## config.mk

```make
export PLATFORM = sky130hd
export DESIGN_NAME = sha2_pad
export DESIGN_NICKNAME = d
export VERILOG_FILES = /design/src/rtl/sha2_pad.sv
export SDC_FILE = /design/constraint.sdc
export NUM_CORES = 1
export LEC_CHECK = 0
export CORE_AREA = 2 2 243 245
export DETAILED_ROUTE_END_ITERATION = 10
export DIE_AREA = 0 0 245 247
export PLACE_DENSITY_LB_ADDON = 0.2
export SETUP_SLACK_MARGIN = 0.1
export SLEW_MARGIN = 20
export SYNTH_ARGS = -nofsm -noshare
export SYNTH_HDL_FRONTEND = slang
export SYNTH_SLANG_ARGS = --single-unit
```

## constraint.sdc

```tcl
create_clock -name clk -period 4.8 [get_ports clk]
set_input_delay 0.72 -clock clk [delete_from_list [all_inputs] [get_ports clk]]
set_output_delay 0.72 -clock clk [all_outputs]
set_load 0.05 [all_outputs]
```

## src/rtl/sha2_pad.sv

```systemverilog
// SHA-256 message padder: packs 32-bit words into 512-bit blocks and appends the 0x80 marker, zero fill and 64-bit length.
// Optional length cross-check is enabled by defining SHA2_PAD_LEN_CHK_EN.
module sha2_pad (
    input  logic         clk,
    input  logic         rst_n,
    input  logic         start_p,
    input  logic [63:0]  msg_len,
    input  logic         msg_vld,
    input  logic [31:0]  msg_dat,
    input  logic [3:0]   msg_be,
    input  logic         msg_lst,
    output logic         msg_rdy,
    output logic         blk_vld,
    output logic [511:0] blk_dat,
    output logic         blk_first,
    output logic         blk_last,
    input  logic         blk_rdy,
    output logic         busy,
    output logic         len_err
);

    typedef enum logic [1:0] {IDLE, FILL, PAD, OUT} state_t;

    state_t      state;
    logic [31:0] blk_buf [16];
    logic [4:0]  wptr;
    logic        pend80;
    logic        first_f;
    logic        last_f;
    logic        lst_seen;
    logic [63:0] len_q;
    logic        accept;
    logic [31:0] word_in;
    logic [4:0]  pad_ptr;

    assign msg_rdy   = (state == FILL);
    assign accept    = msg_rdy && msg_vld;
    assign busy      = (state != IDLE);
    assign blk_vld   = (state == OUT);
    assign blk_first = blk_vld && first_f;
    assign blk_last  = blk_vld && last_f;
    assign pad_ptr   = wptr + {4'b0, pend80};

    // Disabled bytes are zeroed; on a partial last word the first disabled byte carries the marker.
    always_comb begin
        word_in = msg_dat & {{8{msg_be[3]}}, {8{msg_be[2]}}, {8{msg_be[1]}}, {8{msg_be[0]}}};
        if (msg_lst) begin
            if (!msg_be[3])      word_in[31:24] = 8'h80;
            else if (!msg_be[2]) word_in[23:16] = 8'h80;
            else if (!msg_be[1]) word_in[15:8]  = 8'h80;
            else if (!msg_be[0]) word_in[7:0]   = 8'h80;
        end
    end

    always_comb begin
        blk_dat = '0;
        for (int i = 0; i < 16; i++) begin
            blk_dat[511 - 32*i -: 32] = blk_buf[i];
        end
    end

    always_ff @(posedge clk or negedge rst_n) begin
        if (!rst_n) begin
            state    <= IDLE;
            wptr     <= '0;
            pend80   <= 1'b0;
            first_f  <= 1'b0;
            last_f   <= 1'b0;
            lst_seen <= 1'b0;
            len_q    <= '0;
            for (int i = 0; i < 16; i++) blk_buf[i] <= '0;
        end else if (start_p) begin
            // A zero-length message has no words, so it jumps straight to padding.
            for (int i = 0; i < 16; i++) blk_buf[i] <= '0;
            wptr     <= '0;
            first_f  <= 1'b1;
            last_f   <= 1'b0;
            len_q    <= msg_len;
            pend80   <= (msg_len == 64'd0);
            lst_seen <= (msg_len == 64'd0);
            state    <= (msg_len == 64'd0) ? PAD : FILL;
        end else begin
            case (state)
                IDLE: ;
                FILL: begin
                    if (accept) begin
                        blk_buf[wptr[3:0]] <= word_in;
                        wptr <= wptr + 5'd1;
                        if (msg_lst) begin
                            lst_seen <= 1'b1;
                            pend80   <= (msg_be == 4'hF);
                        end
                        if (wptr == 5'd15)  state <= OUT;
                        else if (msg_lst)   state <= PAD;
                    end
                end
                PAD: begin
                    for (int i = 0; i < 16; i++) begin
                        if (pend80 && (5'(i) == wptr)) blk_buf[i] <= 32'h8000_0000;
                        else if (5'(i) >= pad_ptr)     blk_buf[i] <= 32'h0;
                    end
                    // The length only fits if two words remain after the marker.
                    if (pad_ptr <= 5'd14) begin
                        blk_buf[14] <= len_q[63:32];
                        blk_buf[15] <= len_q[31:0];
                        last_f      <= 1'b1;
                    end
                    wptr   <= pad_ptr;
                    pend80 <= 1'b0;
                    state  <= OUT;
                end
                OUT: begin
                    if (blk_rdy) begin
                        first_f <= 1'b0;
                        wptr    <= '0;
                        if (last_f)        state <= IDLE;
                        else if (lst_seen) state <= PAD;
                        else               state <= FILL;
                    end
                end
                default: state <= IDLE;
            endcase
        end
    end

`ifdef SHA2_PAD_LEN_CHK_EN
    logic [63:0] bit_cnt;
    logic [63:0] bit_add;
    logic [3:0]  byte_cnt;

    always_comb begin
        byte_cnt = {3'b0, msg_be[3]} + {3'b0, msg_be[2]} + {3'b0, msg_be[1]} + {3'b0, msg_be[0]};
        bit_add  = {57'b0, byte_cnt, 3'b0};
    end

    // Counts delivered bits and flags a mismatch against the declared length at the last word.
    always_ff @(posedge clk or negedge rst_n) begin
        if (!rst_n) begin
            bit_cnt <= '0;
            len_err <= 1'b0;
        end else if (start_p) begin
            bit_cnt <= '0;
            len_err <= 1'b0;
        end else if (accept) begin
            bit_cnt <= bit_cnt + bit_add;
            if (msg_lst && ((bit_cnt + bit_add) != len_q)) len_err <= 1'b1;
        end
    end
`else
    assign len_err = 1'b0;
`endif

endmodule

```

-- Word-level counts from Yosys, hierarchy flattened
Index checks and enable logic that the tools add are counted.
- word-level logic and storage cells: 214
- output and inout port bits: 518
- register bits: 587
- bits of input ports: 106
- add/sub/neg operators: 2
- $lt $le $gt $ge: 19
- bitwise operators: 2
- reduce and logical (&&, ||, !) cells: 54
- multiplexer cells: 74
- equal/unequal tests: 40
- operators by type and width (operator ; number):
    32-bit two-way mux ; 34
    512-bit two-way mux ; 2
    512-bit one-hot mux with 2 select lines ; 1
    512-bit bitwise mux ; 1
    32-bit demux with 4-bit select ; 1
    64-bit logical NOT ; 1
    64-bit two-way mux ; 1
    3-bit AND reduction ; 19
    4-bit != test, second input constant ; 14
    4-bit by 5-bit == test with 1-bit output, first input constant ; 8
    4-bit by 5-bit greater-or-equal comparator with 1-bit output, first input constant ; 8
    8-bit two-way mux ; 5
    32-bit bitwise AND ; 1
    24-bit two-way mux ; 1
    3-bit by 5-bit == test with 1-bit output, first input constant ; 4
    3-bit by 5-bit greater-or-equal comparator with 1-bit output, first input constant ; 4
    1-bit logical AND ; 20
    16-bit two-way mux ; 1
    2-bit two-way mux ; 8
    2-bit nonzero test ; 8
    5-bit two-way mux ; 3
    5-bit one-hot mux with 3 select lines ; 1
    1-bit two-way mux ; 13
    2-bit by 5-bit == test with 1-bit output, first input constant ; 2
    other kinds (24) ; 30

-- Depth between registers and ports, before layout
Gate-level depths: netlist (run 1).
- depth after elaboration: 10
- mapped depth: 12
- mapped depth without buffers: 8

-- Worst setup path before layout (run 1)
No wires, ideal clock.
- kind: reg2reg
- from: register wptr[0]
- to: register blk_buf (netlist bit blk_dat[449])
- stages on the path, launching flop included: 9
- path buffers: 1
- required time: 4.675 ns
- library setup time: 0.125 ns
- clock period less this slack: 2.495 ns
- setup slack: 2.305 ns
- arrival: 2.370 ns
- cells stage by stage: dfrtp_1 ha_1 ha_1 nor2_1 a21oi_1 o31a_2 o311ai_4 buf_6 mux2_2
- cells in the longest elaborated chain, start to end: 9
- elaborated cells between the ends (all ways): 17
- classes of those cells: 1 x add/sub; 3 x order compare; 2 x eq/ne; 7 x mux; 1 x bitwise; 3 x reduce/logical
- RTL lines (item ; line ; source):
    start: declaration ; 26 ; logic [4:0] wptr;
    start signal: assignment ; 88 ; wptr <= wptr + 5'd1;
    start signal: assignment ; 108 ; wptr <= pad_ptr;
    4-bit NOT with 5-bit output (implied by the code) ; 87 ; blk_buf[wptr[3:0]] <= word_in;
    5-bit greater-or-equal comparator (implied by the code) or 5-bit by 1-bit < comparator with 1-bit output (tied branches) ; 87 ;
    1-bit logical AND (implied by the code) ; 87 ;
    32-bit two-way mux (implied by the code) ; 87 ;
    32-bit demux with 4-bit select ; 87 ;
    512-bit bitwise mux ; 87 ;
    512-bit two-way mux ; 86 ; if (accept) begin
    512-bit one-hot mux with 2 select lines ; 83 ; case (state)
    512-bit two-way mux ; 72 ; end else if (start_p) begin
    end signal: indexed assignment ; 87 ;
    end: declaration ; 25 ; logic [31:0] blk_buf [16];
Several ways; a longest one is shown, not always the timed one. The select of a mux whose other input is x is not followed.
A chain may end at the register's enable or synchronous reset.

-- Worst setup path in the final report (run 1)
- from: register pend80
- to: register blk_buf (netlist bit blk_dat[387])
- cells in the longest elaborated chain, start to end: 4
- elaborated cells between the ends (all ways): 8
- classes of those cells: 1 x add/sub; 1 x order compare; 1 x eq/ne; 3 x mux; 2 x reduce/logical
- RTL lines (item ; line ; source):
    start: declaration ; 27 ; logic pend80;
    start signal: assignment ; 79 ; pend80 <= (msg_len == 64'd0);
    start signal: assignment ; 91 ; pend80 <= (msg_be == 4'hF);
    5-bit by 1-bit adder with 5-bit output or 1-bit logical AND (tied branches) ; 42, 99 ;
    2-bit by 5-bit greater-or-equal comparator with 1-bit output or 32-bit two-way mux (tied branches) ; 100, 99 ;
    4-bit != test (no source line) or 512-bit one-hot mux with 2 select lines (tied branches) ; - ;
    3-bit AND reduction (no source line) or 512-bit two-way mux (tied branches) ; - ;
Several ways; a longest one is shown, not always the timed one.

==> impl_metrics.json, run 1 <==
{
  "status": "complete, no violations",
  "cts_tree": "done",
  "worstMarginPinSlew_ns": 1.16,
  "max_freq_mhz": 279,
  "routed_wirelength_mm": 91.0,
  "crit_path_start": "pend80",
  "crit_path_frequent_cell": "ha_1",
  "clockRootBuffer": "clkbuf_16",
  "antenna_found_initial": 5,
  "yosysWarningCount": 0,
  "ir_drop_uv": 272,
  "ios": 624,
  "p_per_area_nw_per_um2": 349,
  "syn_nets": 2174,
  "die_x_um": 245,
  "grt_use_total": 0.296,
  "whs_ns": 0.146,
  "synth_cell_type_count": 78,
  "grt_pass1_vias": 19700,
  "tns_ns": 0,
  "drt-pass1-iter-count": 5,
  "crit_path_max_incr_delay_ns": 0.79,
  "rsz0062_at_grt": "false",
  "wl_per_cell_um": 26.6,
  "synth_top_flop_cell": "dfrtp_1",
  "most-common-layout-cells": "620 x clkdlybuf4s50_1, 587 x dfrtp_1, 298 x nand2_1",
  "io_buffer_count": 622,
  "hold_viol_final": 0,
  "hpwlAfterDp_mm": 63.8,
  "grtUsageMet2": 0.480,
  "layout_commonest_cell": "clkdlybuf4s50_1",
  "hp-class": "input port to async pin",
  "critPathKind": "register to register",
  "async_reset_ff_frac": 1.00,
  "worst_setup_path_start_kind": "register",
  "numCtsBuffers": 59,
  "syn_avg_cell_area_sq_um": 11.6,
  "yosysSeqAreaShare": 0.614,
  "ctsHoldBuffers": 0,
  "synth_area_sq_um": 23900,
  "utilization": 0.565,
  "num_vias": 19600,
  "use_met3": 0.0842,
  "p_leak_nw": 14.2,
  "cts.repair.resized": 0,
  "synth-seq-cells": 587,
  "use_met1": 0.383,
  "clock-sinks": 587,
  "clock_path_buffers": 3,
  "min_period_ns": 3.59,
  "finalSetupViolCount": 0,
  "first_iter_violations": 1502,
  "clock_latency_ns": 0.64,
  "slew_violations": 0,
  "layout.nets": 2719,
  "antenna_left": 0,
  "dieHeight_um": 247,
  "critPathSlowestCell": "a311o_2",
  "fp.coreArea_sq_um": 58200,
  "top_usage_layer": "met2",
  "grt_pass1_wl_mm": 133,
  "path_cells": "ha_1 -> ha_1 -> nand4_2 -> or2_4 -> o31a_2 -> nor2_1 -> a311o_2 -> mux2_2",
  "gp_congestion": 0.906,
  "routed_via_density": 5.72,
  "row_count": 89,
  "start_util": 0.411,
  "post-cts-setup-buffers": 0,
  "fin_crit_sh": 0.747,
  "r2r-start": "pend80",
  "htree_levels": 2,
  "grt_overflow": 0,
  "dieArea_sq_um": 60500,
  "worstPathArrival_ns": 4.09,
  "slew_headroom": 0.225,
  "synth_edf_count": 0,
  "path_clk_slew_ns": 0.07,
  "grt_max_degree": 113,
  "fill_cells": 4989,
  "drv_cap": 0,
  "cp.required_ns": 5.31,
  "synth_cells": 2060,
  "crit_fanout": 32,
  "syn2layout_area_growth_pct": 37.7,
  "cp-end-kind": "register",
  "route.detailed.drc": 0,
  "skew_ns": 0.0164,
  "drive_gt1_frac": 0.116
}
report_power, final:
part	internal [mW]	switching, mW	total (mW)
logic	0.415	0.987	1.40
clock network	2.93	2.01	4.94
registers	5.07	0.0991	5.17
routing by layer:
metal  part of all wire  vias up
li1                   -     8515
met5            0.00014        -
met2               0.48      887
met3              0.089      136
met4              0.031        2
met1               0.40    10100
registers in the layout (all words and copies together) (netlist names):
signal / flops
len_q: 64
lst_seen: 1
pend80: 1
blk_dat: 512
first_f: 1
last_f: 1
wptr: 5
state: 2
metrics by stage:
step | cells | setup WS (ns) | cell area, sq um | power, mW
global placement | 3315 | 1.19 | 30800 | 6.63
CTS | 3421 | 1.27 | 32900 | 11.6
global route | 3424 | 1.04 | 32900 | 11.9
floorplan | 2060 | 2.31 | 23900 | 6.00
finish | 3425 | 1.21 | 32900 | 11.5
detailed placement | 3315 | 1.03 | 30800 | 6.65
cell usage after synthesis, drive strengths merged (3+ instances only):
master / number / area, sq um
mux2: 121 / 1360
ha: 8 / 100
nor2b: 8 / 52.6
a31oi: 52 / 325
a2bb2o: 56 / 561
a211oi: 6 / 57.6
nor4b: 3 / 26.3
nand3: 22 / 128
nand4: 7 / 50.1
nor4: 18 / 113
o22ai: 5 / 37.5
o21ai: 166 / 835
nor3: 4 / 25.0
o2bb2ai: 152 / 1330
dfrtp: 587 / 14700
a32o: 5 / 50.1
o22a: 7 / 61.3
and3: 12 / 75.1
o31a: 3 / 27.5
buf: 76 / 454
nor2: 95 / 359
and2: 6 / 37.5
a21oi: 76 / 380
clkbuf: 115 / 434
nand2: 299 / 1120
a22o: 13 / 114
inv: 19 / 71.3
o21a: 4 / 30.0
o31ai: 69 / 559
a31o: 3 / 26.3
nand2b: 3 / 18.8
a221oi: 9 / 91.3
kinds of logic (layout without fill, tap and decap cells):
group                      after synthesis  count (layout)  synth area share
other                                    1               3          0.000157
DFF                                    587             587             0.614
buffers and inverters                  211             801            0.0403
muxes                                  123             123            0.0583
xor gates and xnor gates                 3               3           0.00141
and+or+nand+nor                        486             486            0.0871
AOI/OAI and AO/OA                      641             641             0.194
adders and majority gates                8               8           0.00419
worst paths after layout:
| path | to | slack (ns) | cells past startpoint |
|---|---|---|---|
| max | blk_dat[387] | 1.21 | 8 |
| min | blk_dat[251] | 0.15 | 1 |
| max reg2reg | blk_dat[387] | 1.21 | 8 |
| min reg2reg | len_q[58] | 0.47 | 2 |
| max in group asynchronous | blk_dat[69] | 3.52 | 2 |
| min in group clk | len_q[58] | 0.47 | 2 |
cell type report:
type,count,area [sq um],share of cell area
Antenna cell,2,5.00,0.000152
Clock buffer,89,1780,0.0540
Clock inverter,17,305,0.00927
Inverter,20,75.1,0.00228
Multi-Input combinational cell,1262,8400,0.255
Sequential cell,587,14700,0.446
Tap cell,773,967,0.0294
Timing Repair Buffer,675,6710,0.204
worst max-delay path, delay by kind of cell, from the launching register on:
family                     cells  cell delay, ns
AOI/OAI and AO/OA              2            0.95
adders and majority gates      2            0.72
muxes                          1            0.43
DFF                            1            0.50
and+or+nand+nor                3            0.83
Note: power is estimated with default switching activity, not from simulation.
==> run 2, diff against run 1 <==
--- a/config.mk
+++ b/config.mk
@@ -5,9 +5,9 @@
 export SDC_FILE = /design/constraint.sdc
 export NUM_CORES = 1
 export LEC_CHECK = 0
-export CORE_AREA = 2 2 243 245
+export CORE_AREA = 2 2 245 247
 export DETAILED_ROUTE_END_ITERATION = 10
-export DIE_AREA = 0 0 245 247
+export DIE_AREA = 0 0 247 249
 export PLACE_DENSITY_LB_ADDON = 0.2
 export SETUP_SLACK_MARGIN = 0.1
 export SLEW_MARGIN = 20
==> constraint.sdc (replaced) <==
create_clock -name clk -period 3.75 [get_ports clk]
set_input_delay 0.5625 -clock clk [delete_from_list [all_inputs] [get_ports clk]]
set_output_delay 0.5625 -clock clk [all_outputs]
set_load 0.05 [all_outputs]
==> impl_metrics.json, run 2 (same netlist as run 1, synthesis figures left out) <==
{
  "num_vias": 20000,
  "antenna_left": 0,
  "layout.nets": 2750,
  "hpwlAfterDp_mm": 65.9,
  "hp-class": "input port to async pin",
  "start_util": 0.408,
  "layout_commonest_cell": "clkdlybuf4s50_1",
  "crit_path_start": "wptr[0]",
  "worst_setup_path_start_kind": "register",
  "numCtsBuffers": 66,
  "ctsHoldBuffers": 0,
  "syn2layout_area_growth_pct": 38.9,
  "cts.repair.resized": 0,
  "ir_drop_uv": 321,
  "cp-end-kind": "register",
  "worstPathArrival_ns": 3.84,
  "utilization": 0.566,
  "min_period_ns": 3.36,
  "clockRootBuffer": "clkbuf_16",
  "post-cts-setup-buffers": 0,
  "dpl_cell_area_sq_um": 31100,
  "antenna_found_initial": 4,
  "gp_congestion": 0.914,
  "clock_latency_ns": 0.59,
  "grt_overflow": 0,
  "routed_wirelength_mm": 94.3,
  "reg2regPathDepth": 10,
  "placed_cells": 3341,
  "cp.required_ns": 4.23,
  "fill_cells": 4910,
  "routed_via_density": 5.80,
  "htree_levels": 3,
  "grt_pass1_wl_mm": 138,
  "finalSetupViolCount": 0,
  "drive_gt1_frac": 0.126,
  "cts_tree": "done",
  "fin_crit_sh": 0.897,
  "p_per_area_nw_per_um2": 449,
  "drv_cap": 0,
  "largest_register_ffs": 512,
  "dieHeight_um": 249,
  "crit_fanout": 32,
  "dieArea_sq_um": 61500,
  "rsz0062_at_grt": "false",
  "path_clk_slew_ns": 0.06,
  "grt_pass1_vias": 20300,
  "fp.coreArea_sq_um": 58700,
  "hold_viol_final": 4,
  "row_count": 89,
  "post-route-cell-area_sq_um": 33200,
  "clock_path_buffers": 3,
  "slew_headroom": 0.284,
  "slew_violations": 0,
  "power.total_mw": 14.9,
  "clock-sinks": 587,
  "route.detailed.drc": 0,
  "tns_ns": 0,
  "wl_per_cell_um": 27.3,
  "max_freq_mhz": 297,
  "critPathKind": "register to register",
  "grt_max_degree": 102,
  "fin_cells": 3454,
  "io_buffer_count": 622,
  "die_x_um": 247,
  "skew_ns": 0.0172,
  "grt_use_total": 0.304,
  "worstMarginPinSlew_ns": 1.07,
  "drt-pass1-iter-count": 5,
  "ios": 624,
  "most-common-layout-cells": "620 x clkdlybuf4s50_1, 587 x dfrtp_1, 298 x nand2_1",
  "r2r-start": "wptr[0]",
  "first_iter_violations": 1669,
  "status": "finished, violations left",
  "violations": "hold timing",
  "p_leak_nw": 14.3,
  "whs_ns": -0.0161
}
run 2: cell types whose count changed in the layout (fill, tap and decap cells not counted), moves of 3 or more:
cell / change
buf_4: +20
bufinv_16: -3
clkbuf_8: -5
clkbuf_16: +8
buf_12: +6
clkinv_2: +4
run 2: power by group:
group / leakage, nW / switching (mW) / internal, mW
sequential: 8.02 / 0.138 / 6.49
combinational: 5.25 / 1.28 / 0.551
clock: 1.06 / 2.62 / 3.83
total: 14.3 / 4.04 / 10.9
run 2: layout make-up:
| class | count | area, sq um | share of cell area |
|---|---|---|---|
| antenna | 1 | 2.50 | 0.0000753 |
| clock buffer | 92 | 1910 | 0.0575 |
| clock inverter | 20 | 225 | 0.00678 |
| inverter | 20 | 75.1 | 0.00226 |
| multi-input combinational | 1262 | 8400 | 0.253 |
| sequential | 587 | 14700 | 0.442 |
| tap | 773 | 967 | 0.0291 |
| timing repair buffer | 699 | 6940 | 0.209 |
run 2: path summary, 6_finish.rpt:
| path | to | slack (ns) |
|---|---|---|
| setup reg to reg | blk_dat[25] | 0.39 |
| hold reg to reg | len_q[57] | 0.47 |
| min in group clk | last_f | 0.39 |
| hold / removal | blk_dat[244] | -0.02 |
| max in group asynchronous | blk_dat[463] | 2.64 |
| setup / recovery | blk_dat[25] | 0.39 |
run 2: per-layer routing:
layer  track usage  up-vias  share of wire
met2         0.479      949           0.47
met3        0.0840      166          0.092
met4         0.120        4          0.037
li1              -     8581              -
met1         0.397    10300           0.40
met5             0        -        0.00029
run 2: per-stage QoR:
stage | setup slack [ns] | hold WS, ns
2_1_floorplan | 1.26 | 0.267
3_3_place_gp | 0.515 | 0.454
3_5_place_dp | 0.480 | 0.461
4_1_cts | 0.425 | 0.00529
5_1_grt | 0.221 | 0.0331
6_report | 0.386 | -0.0161
run 2: worst max-delay path, cell delays in order (launching register included):
cell and delay (ns):
dfrtp_1 0.48, ha_1 0.25, ha_1 0.38, nor2_1 0.39, nor3_2 0.12, o211ai_2 0.27
buf_4 0.39, and2_1 0.19, buf_4 0.37, nand2_1 0.12, a221oi_1 0.27
==> run 3, diff against run 2 <==
--- a/config.mk
+++ b/config.mk
@@ -5,9 +5,10 @@
 export SDC_FILE = /design/constraint.sdc
 export NUM_CORES = 1
 export LEC_CHECK = 0
-export CORE_AREA = 2 2 245 247
+export ABC_AREA = 1
+export CORE_AREA = 2 2 240 242
 export DETAILED_ROUTE_END_ITERATION = 10
-export DIE_AREA = 0 0 247 249
+export DIE_AREA = 0 0 242 244
 export PLACE_DENSITY_LB_ADDON = 0.2
 export SETUP_SLACK_MARGIN = 0.1
 export SLEW_MARGIN = 20
==> impl_metrics.json, run 3 <==
{
  "status": "complete, no violations",
  "worst_setup_path_start_kind": "register",
  "slew_violations": 0,
  "synth_area_leaders": "dfrtp_1 55%, nand2_1 14%, nand3_1 6.2%",
  "drv_cap": 0,
  "critPathKind": "register to primary output",
  "seq_area_sq_um": 14700,
  "dp_worst_setup_slack_ns": 0.516,
  "yosysWarningCount": 0,
  "synth_top_flop_cell": "dfrtp_1",
  "crit_fanout": 8,
  "clockRootBuffer": "clkbuf_16",
  "p_sw_mw": 7.51,
  "finalWorstSetupSlack_ns": 0.635,
  "maxUsedRoutingLayer": "met5",
  "clock-sinks": 587,
  "dpl_cell_area_sq_um": 33700,
  "seq_power_share": 0.368,
  "grt_overflow": 0,
  "ir_drop_uv": 388,
  "max_freq_mhz": 321,
  "clock_path_buffers": 3,
  "num_vias": 26500,
  "fill_cells": 4999,
  "worstPathArrival_ns": 2.55,
  "async_reset_ff_frac": 1.00,
  "finalSetupViolCount": 0,
  "row_count": 87,
  "synth_cells": 3260,
  "cp-end-kind": "primary output",
  "placed_cells": 4457,
  "path_clk_slew_ns": 0.07,
  "cts_tree": "done",
  "fin_crit_sh": 0.831,
  "switching_share": 0.394,
  "p_leak_nw": 16.9,
  "antenna_found_initial": 3,
  "post-route-cell-area_sq_um": 35600,
  "grt_max_degree": 102,
  "min_period_ns": 3.11,
  "cts.repair.resized": 0,
  "drt-pass1-iter-count": 6,
  "yosys.area_share.simple": 0.303,
  "p_comb_frac": 0.315,
  "syn_nets": 3374,
  "hpwlAfterDp_mm": 76.4,
  "yosysSeqAreaShare": 0.547,
  "wl_met1_mm": 44.2,
  "most-common-layout-cells": "1,007 x nand2_1, 620 x clkdlybuf4s50_1, 587 x dfrtp_1",
  "pwr-share-clk": 0.317,
  "gp_congestion": 0.926,
  "hold_viol_final": 0,
  "tns_ns": 0,
  "synth_top_family_by_area": "simple AND/OR/NAND/NOR gates",
  "cp.required_ns": 3.19,
  "grt_pass1_wl_mm": 165,
  "synth_fa_ha_area_frac": 0.00373,
  "synth-xor-area-share": 0.000652,
  "htree_levels": 2,
  "dr_wl_met3_mm": 11.0,
  "rsz0062_at_grt": "false",
  "hp-class": "input port to register",
  "grt_pass1_vias": 24700,
  "start_util": 0.478,
  "layout.nets": 3877,
  "holdPathStages": 3,
  "synth_area_sq_um": 26900,
  "grt_use_total": 0.369,
  "dieHeight_um": 244,
  "intPower_mw": 11.6,
  "ios": 624,
  "worstMarginPinSlew_ns": 1.17,
  "fp.coreArea_sq_um": 56200,
  "dr_wl_met2_mm": 50.0,
  "largest_register_ffs": 512,
  "slew_headroom": 0.221,
  "netlist.area_leader.share": 0.547,
  "p_per_area_nw_per_um2": 536,
  "dieArea_sq_um": 59000,
  "layout_commonest_cell": "nand2_1",
  "synth_cell_type_count": 41,
  "fin_cells": 4562,
  "muxShareOfSynthArea": 0,
  "routed_via_density": 5.81,
  "synth_edf_count": 0,
  "multi_input_area_sq_um": 10400,
  "utilization": 0.634,
  "wl_per_cell_um": 24.4,
  "first_iter_violations": 3365,
  "skew_ns": 0.0170,
  "synth_compound_area_frac": 0.0775,
  "syn_avg_cell_area_sq_um": 8.24,
  "syn2layout_area_growth_pct": 32.6,
  "routed_wirelength_mm": 111,
  "drive_gt1_frac": 0.0681,
  "route.detailed.drc": 0,
  "synth-seq-cells": 587,
  "die_x_um": 242,
  "reg2regPathDepth": 7,
  "yosysMostFrequentCell": "nand2_1",
  "io_buffer_count": 622,
  "antenna_left": 0,
  "synthTopCellsByCount": "1,010 x nand2_1, 587 x dfrtp_1, 333 x nand3_1",
  "synth_top_area_cell": "dfrtp_1",
  "clock_latency_ns": 0.62,
  "numCtsBuffers": 59
}
[run 3: power by group through the flow]
| stage | clock (mW) | combinational [mW] | sequential (mW) |
|---|---|---|---|
| 6_report | 6.05 | 6.02 | 7.02 |
| 5_1_grt | 6.32 | 6.34 | 7.05 |
| 4_1_cts | 6.07 | 5.92 | 7.01 |
| 3_5_place_dp | 0 | 5.90 | 7.11 |
| 3_3_place_gp | 0 | 5.89 | 7.11 |
| 2_1_floorplan | 0 | 2.75 | 8.10 |
[run 3: final timing paths]
path | from | to | slack (ns)
worst max-delay path | state[1] | msg_rdy | 0.64
worst min-delay path | start_p | first_f | 0.31
worst max register to register | state[1] | blk_dat[164] | 0.81
worst min register to register | blk_dat[241] | blk_dat[241] | 0.47
max in group asynchronous | rst_n | len_q[63] | 2.18
min in group asynchronous | rst_n | blk_dat[340] | 0.55
[run 3: cell type report]
type | count | area share
Antenna cell | 3 | 0.000211
Clock buffer | 81 | 0.0468
Clock inverter | 20 | 0.00723
Inverter | 147 | 0.0159
Multi-Input combinational cell | 2247 | 0.291
Sequential cell | 587 | 0.412
Tap cell | 756 | 0.0265
Timing Repair Buffer | 721 | 0.200
[run 3: timing repair]
| action | in CTS | in global routing |
|---|---|---|
| setup buffers | 0 | 0 |
| hold endpoints to repair | 61 | 0 |
| hold buffers | 1 | 0 |
[run 3: per-stage QoR]
stage / power [mW] / hold slack, ns
CTS: 19.0 / 0.292
floorplan: 10.8 / 0.267
global route: 19.7 / 0.313
global placement: 13.0 / 0.453
detailed placement: 13.0 / 0.458
finish: 19.1 / 0.312
[run 3: critical path, cell delays in order, from the launching register on]
cell             delay [ns]
dfrtp_1                0.48
nor2_1                 0.49
clkdlybuf4s50_1        0.98
[run 3: cell families (layout without fill, tap and decap cells)]
logic type	count (synthesis)	after routing
other	1	4
buffers and inverters	426	969
xor gates and xnor gates	2	2
AOI/OAI and AO/OA	401	401
adders and majority gates	8	8
and+or+nand+nor	1835	1835
DFF	587	587
[run 3: layer usage]
metal | global-route usage | vias up
met5 | 0 | -
met2 | 0.560 | 1490
li1 | - | 11800
met1 | 0.506 | 12900
met3 | 0.0753 | 275
met4 | 0.186 | 4
